==> config.mk <==
export PLATFORM = sky130hd
export DESIGN_NAME = serv_rf_ram_arb
export DESIGN_NICKNAME = d
export VERILOG_FILES = /design/src/rtl/serv_rf_ram_arb.sv
export SDC_FILE = /design/constraint.sdc
export NUM_CORES = 1
export LEC_CHECK = 0
export CORE_MARGIN = 2
export CORE_UTILIZATION = 34
export DETAILED_ROUTE_END_ITERATION = 10
export PLACE_DENSITY = 0.84
export SYNTH_ARGS = -nofsm -noshare
export SYNTH_HDL_FRONTEND = slang
export SYNTH_SLANG_ARGS = --single-unit
==> constraint.sdc <==
create_clock -name i_clk -period 1.95 [get_ports i_clk]
set_clock_uncertainty 0.15 [all_clocks]
set_input_delay 0.39 -clock i_clk [delete_from_list [all_inputs] [get_ports i_clk]]
set_output_delay 0.39 -clock i_clk [all_outputs]
set_load 0.02 [all_outputs]
==> src/rtl/serv_rf_ram_arb.sv <==
// serv_rf_ram_arb
//   Port arbiter and initialiser for the register-file SRAM (1R1W, 1-cycle read).
//   After reset it clears every SRAM word to zero. It then forwards RF interface
//   accesses unchanged, and fits single-word debug reads/writes into port cycles
//   that the RF leaves idle.
// Ports
//   i_clk, i_rst          clock, asynchronous active-high reset
//   i_rf_*/o_rf_rdata     RF interface (fixed schedule, absolute priority)
//   i_dbg_*/o_dbg_*       debug requester (req held until the one-cycle ack)
//   o_init_done           high once the clear pass has finished
//   o_w*/o_r*/i_rdata     physical SRAM ports
module serv_rf_ram_arb #(
  parameter int width    = 8,
  parameter int csr_regs = 4,
  parameter int init_ram = 1,
  parameter int raw      = $clog2(32+csr_regs),
  parameter int l2w      = $clog2(width),
  parameter int aw       = 5+raw-l2w
) (
  input  logic             i_clk,
  input  logic             i_rst,
  input  logic [aw-1:0]    i_rf_waddr,
  input  logic [width-1:0] i_rf_wdata,
  input  logic             i_rf_wen,
  input  logic [aw-1:0]    i_rf_raddr,
  input  logic             i_rf_ren,
  output logic [width-1:0] o_rf_rdata,
  input  logic             i_dbg_req,
  input  logic             i_dbg_we,
  input  logic [aw-1:0]    i_dbg_addr,
  input  logic [width-1:0] i_dbg_wdata,
  output logic             o_dbg_ack,
  output logic [width-1:0] o_dbg_rdata,
  output logic             o_init_done,
  output logic [aw-1:0]    o_waddr,
  output logic [width-1:0] o_wdata,
  output logic             o_wen,
  output logic [aw-1:0]    o_raddr,
  output logic             o_ren,
  input  logic [width-1:0] i_rdata
);

  localparam logic [2:0] S_INIT    = 3'd0;
  localparam logic [2:0] S_IDLE    = 3'd1;
  localparam logic [2:0] S_WR_ACK  = 3'd2;
  localparam logic [2:0] S_RD_WAIT = 3'd3;
  localparam logic [2:0] S_RD_ACK  = 3'd4;

  localparam logic [2:0] S_RESET   = (init_ram != 0) ? S_INIT : S_IDLE;

  logic [2:0]       r_state;
  logic [aw-1:0]    r_cnt;
  logic             r_init_done;
  logic             r_dbg_ack;
  logic [width-1:0] r_dbg_rdata;

  logic w_wgrant;
  logic w_rgrant;

  assign o_rf_rdata  = i_rdata;
  assign o_init_done = r_init_done;
  assign o_dbg_ack   = r_dbg_ack;
  assign o_dbg_rdata = r_dbg_rdata;

  // Debug only gets a port the RF is not using this cycle, and only from IDLE.
  assign w_wgrant = (r_state == S_IDLE) && !i_rf_wen && i_dbg_req &&  i_dbg_we;
  assign w_rgrant = (r_state == S_IDLE) && !i_rf_ren && i_dbg_req && !i_dbg_we;

  always_comb begin
    o_waddr = '0;
    o_wdata = '0;
    o_wen   = 1'b0;
    o_raddr = '0;
    o_ren   = 1'b0;
    if (r_state == S_INIT) begin
      o_waddr = r_cnt;
      o_wen   = 1'b1;
    end else begin
      if (i_rf_wen) begin
        o_waddr = i_rf_waddr;
        o_wdata = i_rf_wdata;
        o_wen   = 1'b1;
      end else if (w_wgrant) begin
        o_waddr = i_dbg_addr;
        o_wdata = i_dbg_wdata;
        o_wen   = 1'b1;
      end
      if (i_rf_ren) begin
        o_raddr = i_rf_raddr;
        o_ren   = 1'b1;
      end else if (w_rgrant) begin
        o_raddr = i_dbg_addr;
        o_ren   = 1'b1;
      end
    end
  end

  always_ff @(posedge i_clk or posedge i_rst) begin
    if (i_rst) begin
      r_state     <= S_RESET;
      r_cnt       <= '0;
      r_init_done <= (init_ram == 0);
      r_dbg_ack   <= 1'b0;
      r_dbg_rdata <= '0;
    end else begin
      // Ack is registered: it is high during WR_ACK and RD_ACK.
      r_dbg_ack <= w_wgrant || (r_state == S_RD_WAIT);
      case (r_state)
        S_INIT: begin
          r_cnt <= r_cnt + aw'(1);
          if (r_cnt == {aw{1'b1}}) begin
            r_state     <= S_IDLE;
            r_init_done <= 1'b1;
          end
        end
        S_IDLE: begin
          if (w_wgrant)      r_state <= S_WR_ACK;
          else if (w_rgrant) r_state <= S_RD_WAIT;
        end
        S_WR_ACK:  r_state <= S_IDLE;
        S_RD_WAIT: begin
          r_dbg_rdata <= i_rdata;
          r_state     <= S_RD_ACK;
        end
        S_RD_ACK:  r_state <= S_IDLE;
        default:   r_state <= S_IDLE;
      endcase
    end
  end

endmodule
==> results by group <==
Clock tree
  • CTS Buffer Depth: 2
  • CTS tree: yes
  • Root buf cell: clkbuf_8
  • CTS clk-pin slew, worst paths: 70 ps
  • Skew-Pair Late Insertion Delay: 260 ps
  • Clk sink count: 21
  • H-tree levels: 1
  • Inserted Clock Buffers: 3

Job
  • Max cap viols: 0

Min path
  • Hold crit path type: in -> async

Floorplan
  • Die footprint: 4436 um^2
  • Ports: 98
  • Die height: 66.61 um
  • Die width: 66.61 um
  • Initial Util: 35.86%
  • CORE AREA: 3716 um^2
  • Rows: 22

Final layout
  • Layout Nets: 316
  • Utilization after layout: 76.80%
  • FILL cells: 254
  • Multi-input gate area: 909.6 um^2
  • Register area: 525.5 um^2
  • Final instance area: 2854 um^2
  • Area Overhead vs Synth: 114.2%
  • Diodes inserted: 0
  • Share of layout cells above drive strength 1: 45.00%

Detailed routing
  • Vias: 1704
  • Post-DRT Antenna Nets: 0
  • DR DRC count: 0
  • DR vias/cell: 5.532
  • DRT Pass-1 Iters: 4
  • DRT iter0 DRCs: 68
  • WL final: 5876 um
  • Average routed wire per standard cell: 19.08 um

Synthesis
  • Cell area after synthesis: 1333 um^2
  • Yosys warnings: 0
  • Yosys reg bits: 21
  • Post-synthesis sequential area ratio: 39.44%
  • Synth Instances: 148
  • Netlist cell types: 27
  • Syn avg cell area: 9.004 um^2
  • Post-synth net total: 203

STA
  • Final hold violation count: 0
  • Share of the cycle needed by the critical path after routing: 117.8%
  • Final setup violation count: 27
  • Fin worst setup slack: -347.9 ps
  • Rel. slew slack: 78.03%
  • RSZ-0062 raised after global routing: true
  • Max-slew violation count: 0
  • Worst Tran Pin Value: 329.2 ps
  • Minimum clock period: 2298 ps
  • WHS: 235.2 ps
  • Fmax: 0.4352 GHz

Setup path
  • Crit start category: input pin
  • RR Startpoint: r_state[1]
  • Maximum fanout along the worst path: 13
  • Crit path DAT: 1760 ps
  • CP Launch Point: i_dbg_we
  • Crit Path Class: in -> out
  • Setup crit end kind: output port
  • Critical path required time: 1410 ps

Placement
  • # port buffers: 97
  • Dpl hpwl: 3686 um
  • Placed cell areas: 2497 um^2
  • GPL Wtd Cong: 0.7768
  • Post-Place Setup Slack: -917.8 ps

Outcome
  • Failing checks: negative setup slack
  • Outcome: finished, violations left

Global route
  • Total global routing track utilization: 25.58%
  • Grt ovf: 0
  • Met2 Track Usage GR: 44.63%
  • Gr busiest metal: met2
  • GR Util met1: 31.02%
  • Vias in the first global route: 1726
  • First-pass GRT wire length: 8521 um
  • Initial antenna violation count: 0
  • Largest net degree at the start of global routing: 18
  • M3 GR Usage: 6.588%

Pwr
  • Power Density: 1279 nW/um^2
  • Worst vdd ir: 0.0009082 V
  • Total power: 3651 uW
  • Leakage: 0.001217 uW
[state kept, by name, summed over array words and instances (netlist names)]
signal / flops
o_dbg_ack: 1
r_cnt: 8
o_dbg_rdata: 8
r_state: 3
o_init_done: 1
[per-layer routing]
metal  part of all wire, %  wire length [um]  vias to the layer above
met4                   2.4               143                        0
met5                     0                 0                        -
met1                    38              2228                      830
li1                      -                 -                      768
met3                   6.6               390                       14
met2                    53              3114                       92
[cell usage in the layout, fill, tap and decap left out, types with 2 or more instances in the layout]
cell type        count
a21oi_2              9
a32oi_1             17
a32oi_2              6
and3_1               2
buf_12               4
buf_4               23
buf_6               29
clkbuf_8             3
clkdlybuf4s50_1     62
dfrtp_1             21
dlygate4sd2_1        9
mux2_2               8
nand2_1              9
nand2_4              2
nand3_1              2
nand4_1              3
nor2_1               4
nor2_2              17
nor2_4               7
xnor2_1              5
xor2_1               2
[path summary, 6_finish.rpt]
| kind | to | slack [ps] | cells after the start |
|---|---|---|---|
| setup reg to reg | r_cnt[7] | -80 | 6 |
| min in group i_clk | o_init_done | 330 | 1 |
| hold reg to reg | o_init_done | 330 | 1 |
| setup / recovery | o_waddr[5] | -350 | 6 |
| max in group asynchronous | r_state[2] | 980 | 3 |
| hold / removal | o_dbg_rdata[4] | 240 | 2 |
[Yosys cell counts]
cell / n / area share, %
xor2_1: 2 / 1.3
clkbuf_1: 2 / 0.56
and4_1: 1 / 0.66
ha_1: 1 / 0.94
a31o_2: 1 / 0.66
or3b_1: 1 / 0.66
nor3_2: 1 / 0.75
buf_4: 8 / 4.5
nor2_1: 28 / 7.9
mux2_2: 8 / 6.8
nand4_1: 3 / 1.4
or3_1: 1 / 0.47
a221oi_1: 1 / 0.66
inv_2: 1 / 0.28
nor2b_1: 1 / 0.47
or2_2: 1 / 0.47
buf_2: 10 / 3.8
dfrtp_1: 21 / 39
a32oi_1: 23 / 15
nor3_1: 1 / 0.38
nand2_1: 11 / 3.1
and3_1: 2 / 0.94
nor4bb_1: 1 / 0.75
inv_1: 1 / 0.28
nand3_1: 2 / 0.75
a21oi_1: 10 / 3.8
xnor2_1: 5 / 3.3
[power by group]
group          switching (uW)  internal [uW]  total, uW
sequential                154            602        756
combinational            1300           1300       2610
clock                     141            146        286
[through the flow]
step / cells / setup TNS, ps
final: 308 / -7388
after global routing: 308 / -9457
after CTS: 308 / -6433
after detailed placement: 295 / -22840
after global placement: 295 / -22760
after floorplan: 148 / -283.6
[layout make-up]
type	count	share of cell area, %
clock buffers	4	1.578
inverters	2	0.2630
multi-input cells	105	31.87
flip-flops and latches	21	18.41
well taps	48	2.104
repair buffers	128	45.77
[repair_timing]
item | 4_1_cts | 5_1_grt
resized for setup | 194 | 19
hold buffers | 0 | 0
endpoints found under the setup margin | 35 | 29
cloned | 3 | 0
pin swaps | 12 | 8
buffers inserted | 6 | 1
[cells by family after synthesis]
family / Yosys count / share of synthesized area (%)
AOI/OAI and AO/OA: 35 / 20.19
muxes: 8 / 6.761
xor gates and xnor gates: 7 / 4.601
and+or+nand+nor: 54 / 18.69
buffers and inverters: 22 / 9.390
adders and majority gates: 1 / 0.9388
DFF: 21 / 39.44
[worst max-delay path, stage by stage]
cell	delay (ps)
clkdlybuf4s50_1	500
nor2b_4	170
buf_6	180
a32oi_1	180
a21oi_2	190
buf_6	140
No activity file was read; power rests on OpenSTA's default activity.
